**src/rtl/spi_cfg_arbiter.sv**
```systemverilog
// spi_cfg_arbiter: shares one SPI register-write master between NUM_REQ
// configuration requesters. Each requester can hold one queued transaction;
// queued transactions are granted round-robin, issued to the SPI master one
// at a time, and completed with a per-requester done pulse plus read data.
module spi_cfg_arbiter #(
    parameter int unsigned NUM_REQ      = 3,
    parameter int unsigned DONE_TIMEOUT = 1024
) (
    input  logic                   clk,
    input  logic                   reset,
    // Requester side
    input  logic [NUM_REQ-1:0]     i_req_send,
    input  logic [6*NUM_REQ-1:0]   i_req_reg,
    input  logic [8*NUM_REQ-1:0]   i_req_data,
    input  logic [NUM_REQ-1:0]     i_req_rw,
    output logic [NUM_REQ-1:0]     o_req_busy,
    output logic [NUM_REQ-1:0]     o_req_done,
    output logic [NUM_REQ-1:0]     o_req_overrun,
    output logic [7:0]             o_rd_data,
    // SPI master side
    output logic [5:0]             o_spi_reg,
    output logic [7:0]             o_spi_data_in,
    output logic                   o_spi_rw,
    output logic                   o_spi_send,
    input  logic                   i_spi_done,
    input  logic [7:0]             i_spi_data_out,
    output logic                   o_spi_timeout
);

    localparam int unsigned IdxW = (NUM_REQ > 1) ? $clog2(NUM_REQ) : 1;
    localparam int unsigned CntW = (DONE_TIMEOUT > 1) ? $clog2(DONE_TIMEOUT) : 1;

    typedef enum logic [1:0] {
        StIdle,
        StIssue,
        StWaitFall,
        StWaitRise
    } state_t;

    // Per-requester queue slot
    logic [NUM_REQ-1:0]        r_pending;
    logic [NUM_REQ-1:0][5:0]   r_hold_reg;
    logic [NUM_REQ-1:0][7:0]   r_hold_data;
    logic [NUM_REQ-1:0]        r_hold_rw;

    // Arbitration / sequencing state
    state_t                    r_state;
    state_t                    w_state_next;
    logic [IdxW-1:0]           r_winner;
    logic [IdxW-1:0]           r_last_grant;
    logic [CntW-1:0]           r_cnt;

    // Registered outputs
    logic [5:0]                r_spi_reg;
    logic [7:0]                r_spi_data_in;
    logic                      r_spi_rw;
    logic                      r_spi_send;
    logic                      r_spi_timeout;
    logic [NUM_REQ-1:0]        r_req_done;
    logic [NUM_REQ-1:0]        r_req_overrun;
    logic [7:0]                r_rd_data;

    // Combinational helpers
    logic [NUM_REQ-1:0]        w_accept;
    logic [NUM_REQ-1:0]        w_overrun;
    logic [NUM_REQ-1:0]        w_clear;
    logic [NUM_REQ-1:0]        w_pending_next;
    logic [NUM_REQ-1:0]        w_win_onehot;
    logic [NUM_REQ-1:0]        w_done_next;
    logic [IdxW:0]             w_cand;
    logic [IdxW-1:0]           w_grant;
    logic                      w_grant_valid;
    logic                      w_load;
    logic                      w_timeout_next;
    logic                      w_rd_capture;
    logic                      w_last_grant_upd;
    logic                      w_cnt_run;

    assign w_win_onehot = NUM_REQ'(1) << r_winner;

    // Slot bookkeeping: a send is accepted if the slot is free or being freed
    // on this very edge; otherwise it is dropped and flagged as an overrun.
    always_comb begin
        w_accept       = i_req_send & (~r_pending | w_clear);
        w_overrun      = i_req_send & r_pending & ~w_clear;
        w_pending_next = (r_pending & ~w_clear) | w_accept;
    end

    // Round-robin search starting one past the last completed grant
    always_comb begin
        w_grant_valid = 1'b0;
        w_grant       = '0;
        w_cand        = '0;
        for (int unsigned k = 1; k <= NUM_REQ; k++) begin
            w_cand = {1'b0, r_last_grant} + (IdxW+1)'(k);
            if (w_cand >= (IdxW+1)'(NUM_REQ)) begin
                w_cand = w_cand - (IdxW+1)'(NUM_REQ);
            end
            if (!w_grant_valid && r_pending[w_cand[IdxW-1:0]]) begin
                w_grant_valid = 1'b1;
                w_grant       = w_cand[IdxW-1:0];
            end
        end
    end

    // FSM next-state and per-cycle control decode
    always_comb begin
        w_state_next     = r_state;
        w_load           = 1'b0;
        w_clear          = '0;
        w_done_next      = '0;
        w_timeout_next   = 1'b0;
        w_rd_capture     = 1'b0;
        w_last_grant_upd = 1'b0;
        w_cnt_run        = 1'b0;
        unique case (r_state)
            StIdle: begin
                // Skip the cycle carrying a done pulse so a requester that
                // resends on its done pulse competes in the next arbitration.
                if (w_grant_valid && (r_req_done == '0)) begin
                    w_load       = 1'b1;
                    w_state_next = StIssue;
                end
            end
            StIssue: begin
                w_cnt_run    = 1'b1;
                w_state_next = StWaitFall;
            end
            StWaitFall: begin
                w_cnt_run = 1'b1;
                if (!i_spi_done) begin
                    w_state_next = StWaitRise;
                end else if (r_cnt == CntW'(DONE_TIMEOUT - 1)) begin
                    w_timeout_next = 1'b1;
                    w_done_next    = w_win_onehot;
                    w_clear        = w_win_onehot;
                    w_state_next   = StIdle;
                end
            end
            StWaitRise: begin
                if (i_spi_done) begin
                    w_rd_capture     = 1'b1;
                    w_done_next      = w_win_onehot;
                    w_clear          = w_win_onehot;
                    w_last_grant_upd = 1'b1;
                    w_state_next     = StIdle;
                end
            end
            default: begin
                w_state_next = StIdle;
            end
        endcase
    end

    // FSM state register
    always_ff @(posedge clk) begin
        if (reset) begin
            r_state <= StIdle;
        end else begin
            r_state <= w_state_next;
        end
    end

    // Capture accepted sends into the per-requester slots
    always_ff @(posedge clk) begin
        if (reset) begin
            r_pending   <= '0;
            r_hold_reg  <= '0;
            r_hold_data <= '0;
            r_hold_rw   <= '0;
        end else begin
            r_pending <= w_pending_next;
            for (int unsigned i = 0; i < NUM_REQ; i++) begin
                if (w_accept[i]) begin
                    r_hold_reg[i]  <= i_req_reg[6*i +: 6];
                    r_hold_data[i] <= i_req_data[8*i +: 8];
                    r_hold_rw[i]   <= i_req_rw[i];
                end
            end
        end
    end

    // Latch the winner and its transaction onto the SPI master inputs
    always_ff @(posedge clk) begin
        if (reset) begin
            r_winner      <= '0;
            r_last_grant  <= IdxW'(NUM_REQ - 1);
            r_spi_reg     <= '0;
            r_spi_data_in <= '0;
            r_spi_rw      <= 1'b0;
        end else begin
            if (w_load) begin
                r_winner      <= w_grant;
                r_spi_reg     <= r_hold_reg[w_grant];
                r_spi_data_in <= r_hold_data[w_grant];
                r_spi_rw      <= r_hold_rw[w_grant];
            end
            if (w_last_grant_upd) begin
                r_last_grant <= r_winner;
            end
        end
    end

    // Timeout counter: zero in ISSUE, counts through WAIT_FALL
    always_ff @(posedge clk) begin
        if (reset || w_load) begin
            r_cnt <= '0;
        end else if (w_cnt_run) begin
            r_cnt <= r_cnt + 1'b1;
        end
    end

    // Single-cycle pulses and read data
    always_ff @(posedge clk) begin
        if (reset) begin
            r_spi_send    <= 1'b0;
            r_spi_timeout <= 1'b0;
            r_req_done    <= '0;
            r_req_overrun <= '0;
            r_rd_data     <= '0;
        end else begin
            r_spi_send    <= w_load;
            r_spi_timeout <= w_timeout_next;
            r_req_done    <= w_done_next;
            r_req_overrun <= w_overrun;
            if (w_rd_capture) begin
                r_rd_data <= i_spi_data_out;
            end
        end
    end

    assign o_req_busy    = r_pending;
    assign o_req_done    = r_req_done;
    assign o_req_overrun = r_req_overrun;
    assign o_rd_data     = r_rd_data;
    assign o_spi_reg     = r_spi_reg;
    assign o_spi_data_in = r_spi_data_in;
    assign o_spi_rw      = r_spi_rw;
    assign o_spi_send    = r_spi_send;
    assign o_spi_timeout = r_spi_timeout;

endmodule

```
**config.mk**
```make
export PLATFORM = sky130hd
export DESIGN_NAME = spi_cfg_arbiter
export DESIGN_NICKNAME = d
export VERILOG_FILES = /design/src/rtl/spi_cfg_arbiter.sv
export SDC_FILE = /design/constraint.sdc
export NUM_CORES = 1
export LEC_CHECK = 0
export ABC_AREA = 1
export CAP_MARGIN = 20
export CELL_PAD_IN_SITES_DETAIL_PLACEMENT = 0
export CELL_PAD_IN_SITES_GLOBAL_PLACEMENT = 1
export CORE_ASPECT_RATIO = 0.7
export CORE_UTILIZATION = 41
export CTS_BUF_LIST = sky130_fd_sc_hd__clkbuf_8
export CTS_CLUSTER_DIAMETER = 80
export DETAILED_ROUTE_END_ITERATION = 7
export GPL_TIMING_DRIVEN = 0
export PLACE_DENSITY_LB_ADDON = 0.1
export SETUP_SLACK_MARGIN = 0.1
export SYNTH_ARGS = -nofsm -noshare
export SYNTH_HDL_FRONTEND = slang
export SYNTH_SLANG_ARGS = --single-unit
```
**constraint.sdc**
```tcl
create_clock -name clk -period 3.4 [get_ports clk]
set_clock_uncertainty 0.05 [all_clocks]
set_input_delay 0.68 -clock clk [delete_from_list [all_inputs] [get_ports clk]]
set_output_delay 0.68 -clock clk [all_outputs]
set_load 0.03 [all_outputs]
```
==> summary.md, run 1 <==
| Metric | Value |
|---|---|
| Status | `completed` |
| Area leader, netlist | `dfxtp_1` |
| Die Area | `11200 µm²` |
| Max stage delay on crit path | `440 ps` |
| Share of layout cells above drive strength 1 | `10.5%` |
| Int Pwr | `2.24 mW` |
| Critical-path top delay cell | `ha_1` |
| Slew margin rel. | `54.5%` |
| Pre-antenna DRT Iters | `4` |
| Worst setup path category | `register to register` |
| Die height | `89.0 µm` |
| Largest net degree at the start of global routing | `15` |
| I/O Buffers | `89` |
| Power per cell area | `637 nW/µm²` |
| Ports | `93` |
| Register area | `1900 µm²` |
| Final #Nets | `777` |
| Multi-input logic area | `2130 µm²` |
| Static Leak | `2.40 nW` |
| Post-CTS Resized | `0` |
| Via count | `4133` |
| Final Critical Period | `2380 ps` |
| R2r setup slk | `1020 ps` |
| CTS root buffer | `clkbuf_8` |
| Startpoint Class | `register` |
| Net Sw Frac | `38.3%` |
| Num CTS Buffers | `9` |
| Crit end category | `register` |
| Synth Cell Area | `4440 µm²` |
| Reg clk slew, reported paths | `90 ps` |
| Setup bufs post-CTS | `0` |
| Yosys reg bits | `95` |
| Unrepaired setup endpoints after global routing | `false` |
| Total gr overflow | `0` |
| Detail Route Antenna Nets | `0` |
| Most area-consuming cells after synthesis | `dfxtp_1 43%, nand2_1 14%, nand3_1 9.1%` |
| Max reg flops | `24` |
| Final setup violation count | `0` |
| CP most frequent cell | `nand2_4` |
| Final period util | `69.9%` |
| Vias in the first global route | `3825` |
| Fin Setup TNS | `0 ps` |
| # Max-Cap Violations | `0` |
| Number of fill cells | `1037` |
| GRT Overall Usage | `21.9%` |
| First-pass GRT wire length | `18.7 mm` |
| Final Hold Vio Count | `0` |
| Post-layout util | `54.7%` |
| Synth Area per Inst | `7.27 µm²` |
| Yosys top cell area share | `42.9%` |
| Worst Min Path Start | `o_spi_reg[4]$_SDFFE_PP0P_` |
| CTS tree | `done` |
| Synth top cells by count | `168 x nand2_1, 95 x dfxtp_1, 81 x nand3_1` |
| H-tree depth | `3` |
| R2r endpoint | `o_spi_reg[4]$_SDFFE_PP0P_` |
| Clock Power Share | `22.4%` |
| Syn nets | `677` |
| Worst EP required | `3620 ps` |
| P_sw | `1.39 mW` |
| Worst-Skew Late Latency | `370 ps` |
| Worst Tran Pin Value | `683 ps` |
| Die Width | `126 µm` |
| # DRC | `0` |
| Initial Utilization | `42.5%` |
| Row Count | `31` |
| Max Freq | `421 MHz` |
| Final wirelength | `11.6 mm` |
| Initial antenna violation count | `0` |
| Reg power frac | `36.9%` |
| CP max FO | `10` |
| Pwr Total | `3.63 mW` |
| Async set or reset register ratio after synthesis | `0%` |
| Yosys warns | `0` |
| Initial drt markers | `223` |
| Clk sinks | `95` |
| Register area share after synthesis | `42.9%` |
| Most frequent cell after synthesis | `nand2_1` |
| HP Class | `register to register` |
| DP Wirelength | `8.99 mm` |
| Mapped Cells | `610` |
| Placer congestion estimate | `0.834` |
| Fin. max-slew vios | `0` |
| Post-synth EDFFs | `0` |
| Worst r2r path cells | `14` |
| CP arrival | `2600 ps` |
| Worst Hold Path EP | `o_spi_reg[4]$_SDFFE_PP0P_` |
| Maximum VDD drop | `0.000334 V` |
| # hold bufs at CTS | `0` |
| Part of the power in combinational logic | `40.7%` |
| Distinct cells, synth | `33` |
| Routed len/inst | `13.7 µm` |
| RR Startpoint | `r_last_grant[0]$_SDFFE_PP0P_` |
| Area grow syn2layout | `28.6%` |
| Ant diodes | `0` |
| Crit-path cells | `inv_1, ha_1, inv_2, nand2_2, nand3_2, nand2_4, nand2_2, nor2_4, nand2_4, nand2_4, buf_4, nand2_1, nand3_2, nand2_1` |
| Hold path cells | `2` |
| Clock tree buffer depth | `2` |
| Predominant post-synthesis flop cell | `dfxtp_1` |
| Vias/cell | `4.89` |
| Core box area | `10400 µm²` |
[power groups by stage]
stage | registers, mW | logic [mW] | clock network [mW]
finish | 1.34 | 1.48 | 0.815
global route | 1.36 | 1.64 | 0.875
CTS | 1.34 | 1.49 | 0.833
detailed placement | 1.37 | 1.48 | 0
global placement | 1.36 | 1.47 | 0
floorplan | 1.52 | 0.838 | 0
[layout by cell type, fill, tap and decap left out, types with 9 or more instances in the layout]
cell / instances
nand2_1: 168
dfxtp_1: 95
clkdlybuf4s50_1: 89
nand3_1: 81
nor2_1: 55
a21oi_1: 50
inv_1: 42
nand2_2: 17
clkbuf_1: 15
o21ai_0: 12
clkbuf_8: 10
buf_6: 9
[cell families (layout without fill, tap and decap cells)]
| kind of cell | count (synthesis) | count (layout) | synth area share (%) |
|---|---|---|---|
| buffers and inverters | 82 | 186 | 9.06 |
| adders and majority gates | 8 | 8 | 2.26 |
| DFF | 95 | 95 | 42.9 |
| and+or+nand+nor | 350 | 350 | 36.3 |
| AOI/OAI and AO/OA | 66 | 66 | 7.70 |
| muxes | 1 | 1 | 0.226 |
| xor gates and xnor gates | 8 | 8 | 1.58 |
[per-stage QoR]
step	hold slack, ps	cells	cell area, µm²	worst slack [ps]
3_5_place_dp	392	831	5490	696
3_3_place_gp	391	831	5490	734
6_report	407	846	5700	1020
2_1_floorplan	389	610	4440	1370
4_1_cts	410	846	5700	1030
5_1_grt	429	846	5700	855
[area by class of cell]
class,count,share of cell area [%]
Inverter,50,3.31
Multi-Input combinational cell,433,37.4
Timing Repair Buffer,89,15.6
Sequential cell,95,33.3
Buffer,32,3.73
Clock buffer,10,2.41
Clock inverter,5,1.29
Tap cell,132,2.90
[per-layer routing]
| metal | GRT usage [%] | part of all wire [%] | vias to the layer above |
|---|---|---|---|
| met1 | 31.0 | 52 | 1893 |
| met3 | 4.73 | 4.8 | 8 |
| met4 | 5.26 | 0.88 | 0 |
| met2 | 34.0 | 43 | 88 |
| met5 | 0 | 0 | - |
| li1 | - | - | 2144 |
[worst max-delay path, delay by kind of cell (launching register included)]
family                     cells  cell delay, ps
DFF                            1             380
adders and majority gates      1             440
buffers and inverters          3             400
and+or+nand+nor               10             990
[how the worst max path moves through the flow]
stage / from / end / slack, ps
2_1_floorplan: r_last_grant[0]$_SDFFE_PP0P_ / o_spi_data_in[5]$_SDFFE_PP0P_ / 1370
3_3_place_gp: reset / o_req_busy[2]$_SDFF_PP0_ / 730
3_5_place_dp: reset / o_req_busy[2]$_SDFF_PP0_ / 700
4_1_cts: r_last_grant[0]$_SDFFE_PP0P_ / o_spi_rw$_SDFFE_PP0P_ / 1030
5_1_grt: r_last_grant[0]$_SDFFE_PP0P_ / o_spi_reg[0]$_SDFFE_PP0P_ / 850
6_report: r_last_grant[0]$_SDFFE_PP0P_ / o_spi_reg[4]$_SDFFE_PP0P_ / 1020
(Power assumes the default switching activity.)
==> run 2: changes to the inputs <==
--- a/config.mk
+++ b/config.mk
@@ -10,7 +10,7 @@
 export CELL_PAD_IN_SITES_DETAIL_PLACEMENT = 0
 export CELL_PAD_IN_SITES_GLOBAL_PLACEMENT = 1
 export CORE_ASPECT_RATIO = 0.7
-export CORE_UTILIZATION = 41
+export CORE_UTILIZATION = 34
 export CTS_BUF_LIST = sky130_fd_sc_hd__clkbuf_8
 export CTS_CLUSTER_DIAMETER = 80
 export DETAILED_ROUTE_END_ITERATION = 7
==> constraint.sdc (replaced) <==
create_clock -name clk -period 2.1 [get_ports clk]
set_clock_uncertainty 0.05 [all_clocks]
set_input_delay 0.42 -clock clk [delete_from_list [all_inputs] [get_ports clk]]
set_output_delay 0.42 -clock clk [all_outputs]
set_load 0.03 [all_outputs]
==> summary.md, run 2 (synthesis results as in run 1) <==
| Metric | Value |
|---|---|
| Status | `complete, but fails checks` |
| Failing checks | `design-rule violations` |
| Initial drt markers | `256` |
| Fin. max-slew vios | `0` |
| Worst path buffer plus inverter count | `4` |
| Fin cells | `913` |
| I/O Buffers | `89` |
| Fin Setup TNS | `0 ps` |
| DP Wirelength | `9.49 mm` |
| Ant diodes | `0` |
| Worst Tran Pin Value | `641 ps` |
| RR Startpoint | `r_last_grant[0]$_SDFFE_PP0P_` |
| Largest net degree at the start of global routing | `15` |
| Number of fill cells | `1208` |
| Int Pwr | `4.10 mW` |
| Detail Route Antenna Nets | `0` |
| Placer congestion estimate | `0.814` |
| Clock tree buffer depth | `2` |
| Crit-path cells | `inv_4, ha_4, inv_4, nand2_4, nand3_4, buf_4, nand3_2, nand2_2, nand2_2, nand2_4, nand2_8, clkbuf_16, nand2_2, nand3_2, nand2_1` |
| Reg clk slew, reported paths | `90 ps` |
| Power per cell area | `1030 nW/µm²` |
| CP max FO | `6` |
| Setup crit start | `r_last_grant[0]$_SDFFE_PP0P_` |
| Critical-path top delay cell | `dfxtp_2` |
| # Max-Cap Violations | `0` |
| CP arrival | `2280 ps` |
| Maximum VDD drop | `0.000404 V` |
| Final setup violation count | `0` |
| Die height | `97.6 µm` |
| Vias in the first global route | `4161` |
| Initial antenna violation count | `0` |
| Ports | `93` |
| Pre-antenna DRT Iters | `6` |
| Final #Nets | `813` |
| CTS root buffer | `clkbuf_8` |
| Final Hold Vio Count | `0` |
| Clock Power Share | `20.3%` |
| Vias/cell | `4.83` |
| CP top delay family | `simple AND/OR/NAND/NOR gates` |
| Final period util | `98.1%` |
| Multi-input logic area | `2490 µm²` |
| Net Sw Frac | `38.7%` |
| Row Count | `34` |
| Worst setup path category | `register to register` |
| Max stage delay on crit path | `360 ps` |
| Total gr overflow | `0` |
| Die Width | `139 µm` |
| Most frequent cells in the layout | `132 x nand2_1, 91 x dfxtp_1, 86 x clkdlybuf4s50_1` |
| Die Area | `13500 µm²` |
| Slew margin rel. | `57.3%` |
| CTS tree | `done` |
| Placed cell count | `861` |
| Initial Utilization | `35.3%` |
| P_sw | `2.59 mW` |
| Worst Min Path Start | `o_spi_data_in[5]$_SDFFE_PP0P_` |
| Crit end category | `register` |
| CP most frequent cell | `nand2_2` |
| Max Freq | `485 MHz` |
| Clk sinks | `95` |
| Most common cell after layout, fill and taps aside | `nand2_1` |
| Register area | `1910 µm²` |
| Area grow syn2layout | `46.7%` |
| Via count | `4406` |
| Final Critical Period | `2060 ps` |
| Static Leak | `2.71 nW` |
| Final wirelength | `13.6 mm` |
| # DRC | `10` |
| Reg power frac | `32.7%` |
| Core box area | `12500 µm²` |
| GRT Overall Usage | `19.9%` |
| Max reg flops | `24` |
| Part of the power in combinational logic | `47.0%` |
| Worst EP required | `2320 ps` |
| HP Class | `register to register` |
| Startpoint Class | `register` |
| Num CTS Buffers | `9` |
| First-pass GRT wire length | `21.0 mm` |
| Unrepaired setup endpoints after global routing | `true` |
| Share of layout cells above drive strength 1 | `24.4%` |
| Worst-Skew Late Latency | `360 ps` |
| Routed len/inst | `14.9 µm` |
| Post-layout util | `51.9%` |
| H-tree depth | `3` |
[run 2: cell types whose count changed in the layout (fill, tap and decap cells not counted), sizes merged]
| cell | delta |
|---|---|
| clkdlybuf4s50 | -3 |
| buf | +33 |
| clkinv | -2 |
| dlymetal6s2s | +1 |
| clkbuf | +4 |
| inv | +2 |
| dlygate4sd2 | +2 |
[run 2: power groups by stage]
| stage | clock network [mW] | logic [mW] | registers (mW) |
|---|---|---|---|
| after floorplan | 0 | 1.36 | 2.46 |
| after global placement | 0 | 2.40 | 2.21 |
| after detailed placement | 0 | 2.42 | 2.21 |
| after CTS | 1.40 | 2.67 | 2.18 |
| after global routing | 1.48 | 3.40 | 2.22 |
| final | 1.36 | 3.14 | 2.19 |
[run 2: area by class of cell]
| type | instances | area share [%] |
|---|---|---|
| plain buffers | 31 | 3.98 |
| clock buffers | 11 | 2.33 |
| clock inverters | 5 | 1.12 |
| inverters | 50 | 3.04 |
| multi-input cells | 433 | 38.2 |
| flip-flops and latches | 95 | 29.4 |
| well taps | 162 | 3.11 |
| repair buffers | 126 | 18.8 |
[run 2: repair_timing]
item	CTS	global route
endpoints found under the setup margin	75	67
hold buffers	0	0
endpoints found under the hold margin	0	0
resized for setup	44	82
cloned	3	7
buffers inserted	18	9
pin swaps	15	33
[run 2: metal layers]
metal	vias to the layer above	share of wire [%]	track usage, %
met1	2070	52	28.2
met2	107	43	30.4
met4	0	0.97	4.93
li1	2218	-	-
met5	-	0	0
met3	11	4.8	4.14
[run 2: path summary, 6_finish.rpt]
kind	endpoint	slack (ps)	depth (start not counted)
worst min register to register	o_spi_data_in[5]$_SDFFE_PP0P_	410	2
worst max register to register	o_spi_rw$_SDFFE_PP0P_	40	15
worst min-delay path	o_spi_data_in[5]$_SDFFE_PP0P_	410	2
worst max-delay path	o_spi_rw$_SDFFE_PP0P_	40	15
[run 2: worst reg2reg max path, stage by stage, from the launching register on]
cell	delay (ps)
dfxtp_2	360
inv_4	50
ha_4	330
inv_4	60
nand2_4	60
nand3_4	110
buf_4	150
nand3_2	50
nand2_2	50
nand2_2	80
nand2_4	100
nand2_8	150
clkbuf_16	170
nand2_2	70
nand3_2	90
nand2_1	50
[run 2: per-stage QoR]
| step | total power, mW | hold WS, ps | area [µm²] | worst slack, ps |
|---|---|---|---|---|
| floorplan | 3.82 | 389 | 4450 | 171 |
| global placement | 4.61 | 394 | 5540 | -364 |
| detailed placement | 4.63 | 394 | 5540 | -375 |
| CTS | 6.24 | 360 | 6050 | 68.9 |
| global route | 7.10 | 430 | 6510 | -54.5 |
| finish | 6.70 | 405 | 6510 | 39.3 |
==> run 3: changes to the inputs <==
--- a/config.mk
+++ b/config.mk
@@ -16,6 +16,7 @@
 export DETAILED_ROUTE_END_ITERATION = 7
 export GPL_TIMING_DRIVEN = 0
 export PLACE_DENSITY_LB_ADDON = 0.1
+export RECOVER_POWER = 50
 export SETUP_SLACK_MARGIN = 0.1
 export SYNTH_ARGS = -nofsm -noshare
 export SYNTH_HDL_FRONTEND = slang
==> summary.md, run 3 (synthesis results as in run 1) <==
| Metric | Value |
|---|---|
| Status | `complete, but fails checks` |
| Failing checks | `design-rule violations` |
| Finished Cell Area | `6510 µm²` |
| R2r setup slk | `40 ps` |
| Initial antenna violation count | `0` |
| Num CTS Buffers | `9` |
| H-tree depth | `3` |
| CTS root buffer | `clkbuf_8` |
| CP top delay family | `simple AND/OR/NAND/NOR gates` |
| Static Leak | `2.71 nW` |
| Placed Area | `5540 µm²` |
| Worst-Skew Late Latency | `360 ps` |
| # DRC | `10` |
| Worst Min Path Start | `o_spi_data_in[5]$_SDFFE_PP0P_` |
| Ant diodes | `0` |
| Placer congestion estimate | `0.814` |
| I/O Buffers | `89` |
| Fin. max-slew vios | `0` |
| Largest net degree at the start of global routing | `15` |
| DP Wirelength | `9.49 mm` |
| Power per cell area | `1030 nW/µm²` |
| Hold Slack | `405 ps` |
| Worst setup path category | `register to register` |
| Worst Hold Path EP | `o_spi_data_in[5]$_SDFFE_PP0P_` |
| Core box area | `12500 µm²` |
| Slew margin rel. | `57.3%` |
| HP Class | `register to register` |
| Worst EP required | `2320 ps` |
| First-pass GRT wire length | `21.0 mm` |
| Most frequent cells in the layout | `132 x nand2_1, 91 x dfxtp_1, 85 x clkdlybuf4s50_1` |
| Worst r2r path cells | `15` |
| # Max-Cap Violations | `0` |
| Final period util | `98.1%` |
| Final setup violation count | `0` |
| Maximum VDD drop | `0.000404 V` |
| Pre-antenna DRT Iters | `6` |
| Reg clk slew, reported paths | `90 ps` |
| Vias in the first global route | `4161` |
| Crit-path cells | `inv_4, ha_4, inv_4, nand2_4, nand3_4, buf_4, nand3_2, nand2_2, nand2_2, nand2_4, nand2_8, clkbuf_16, nand2_2, nand3_2, nand2_1` |
| GRT Overall Usage | `19.9%` |
| Routed len/inst | `14.9 µm` |
| Die height | `97.6 µm` |
| Critical-path top delay cell | `dfxtp_2` |
| Initial Utilization | `35.3%` |
| Ports | `93` |
| Final #Nets | `813` |
| Die Width | `139 µm` |
| Initial drt markers | `256` |
| Total gr overflow | `0` |
| Area grow syn2layout | `46.7%` |
| RR Startpoint | `r_last_grant[0]$_SDFFE_PP0P_` |
| Clock tree buffer depth | `2` |
| Die Area | `13500 µm²` |
| Via count | `4406` |
| Unrepaired setup endpoints after global routing | `true` |
| Row Count | `34` |
| Vias/cell | `4.83` |
| R2r endpoint | `o_spi_rw$_SDFFE_PP0P_` |
| Most common cell after layout, fill and taps aside | `nand2_1` |
| Hold path cells | `2` |
| CTS tree | `done` |
| CP max FO | `6` |
| Final wirelength | `13.6 mm` |
| Detail Route Antenna Nets | `0` |
| Final Critical Period | `2060 ps` |
| CP most frequent cell | `nand2_2` |
| Final Hold Vio Count | `0` |
| Clk sinks | `95` |
| Max reg flops | `24` |
| Share of layout cells above drive strength 1 | `24.4%` |
| Worst Tran Pin Value | `641 ps` |
| CP arrival | `2280 ps` |
| Crit end category | `register` |
| Worst path buffer plus inverter count | `4` |
| Max Freq | `485 MHz` |
| Startpoint Class | `register` |
| Number of fill cells | `1208` |
| Post-layout util | `51.9%` |
| Max stage delay on crit path | `360 ps` |
-- run 3: routing by layer --
layer	GRT usage, %	wire length [µm]	part of all wire, %	vias up
met4	4.93	132	0.97	0
met5	0	0	0	-
li1	-	-	-	2218
met1	28.2	7050	52	2070
met2	30.4	5810	43	107
met3	4.14	661	4.8	11
-- run 3: what timing repair did --
item,4_1_cts,5_1_grt
pin swaps,15,33
endpoints found under the hold margin,0,0
buffers inserted,18,9
hold buffers,0,0
gates cloned,3,7
resized for setup,44,82
setup endpoints to repair,75,67
-- run 3: worst max-delay path by stage --
stage | start | end | slack (ps) | cells after the start
2_1_floorplan | r_last_grant[0]$_SDFFE_PP0P_ | o_spi_data_in[5]$_SDFFE_PP0P_ | 170 | 13
5_1_grt | r_last_grant[0]$_SDFFE_PP0P_ | o_spi_data_in[5]$_SDFFE_PP0P_ | -50 | 16
6_report | r_last_grant[0]$_SDFFE_PP0P_ | o_spi_rw$_SDFFE_PP0P_ | 40 | 15
3_3_place_gp | reset | o_req_busy[2]$_SDFF_PP0_ | -360 | 4
3_5_place_dp | reset | o_req_busy[2]$_SDFF_PP0_ | -380 | 4
4_1_cts | r_cnt[0]$_SDFFE_PP0P_ | r_hold_reg[2]$_SDFFE_PP0P_ | 70 | 11
-- run 3: worst min-delay path, delay by kind of cell, from the launching register on --
| family | cells | cell delay [ps] |
|---|---|---|
| DFF | 1 | 320 |
| and+or+nand+nor | 2 | 100 |
-- run 3: final cells by class --
class,count,area (µm²),share of cell area [%]
sequential,95,1910,29.4
inverter,50,198,3.04
clock buffer,11,151,2.33
multi-input combinational,433,2490,38.2
tap,162,203,3.11
timing repair buffer,126,1230,18.8
buffer,31,259,3.98
clock inverter,5,72.6,1.12
-- run 3: power by group --
part	internal (mW)	total [mW]	switching, mW	leakage (nW)
Sequential	2.04	2.19	0.150	0.778
Clock	0.727	1.36	0.636	0.122
Combinational	1.34	3.14	1.81	1.81
-- run 3: through the flow --
stage | total power, mW | TNS [ps] | worst slack (ps) | instances
after floorplan | 3.82 | 0 | 171 | 610
after CTS | 6.24 | 0 | 68.9 | 897
final | 6.70 | 0 | 39.3 | 913
after global placement | 4.61 | -12520 | -364 | 861
after global routing | 7.10 | -538 | -54.5 | 913
after detailed placement | 4.63 | -14750 | -375 | 861
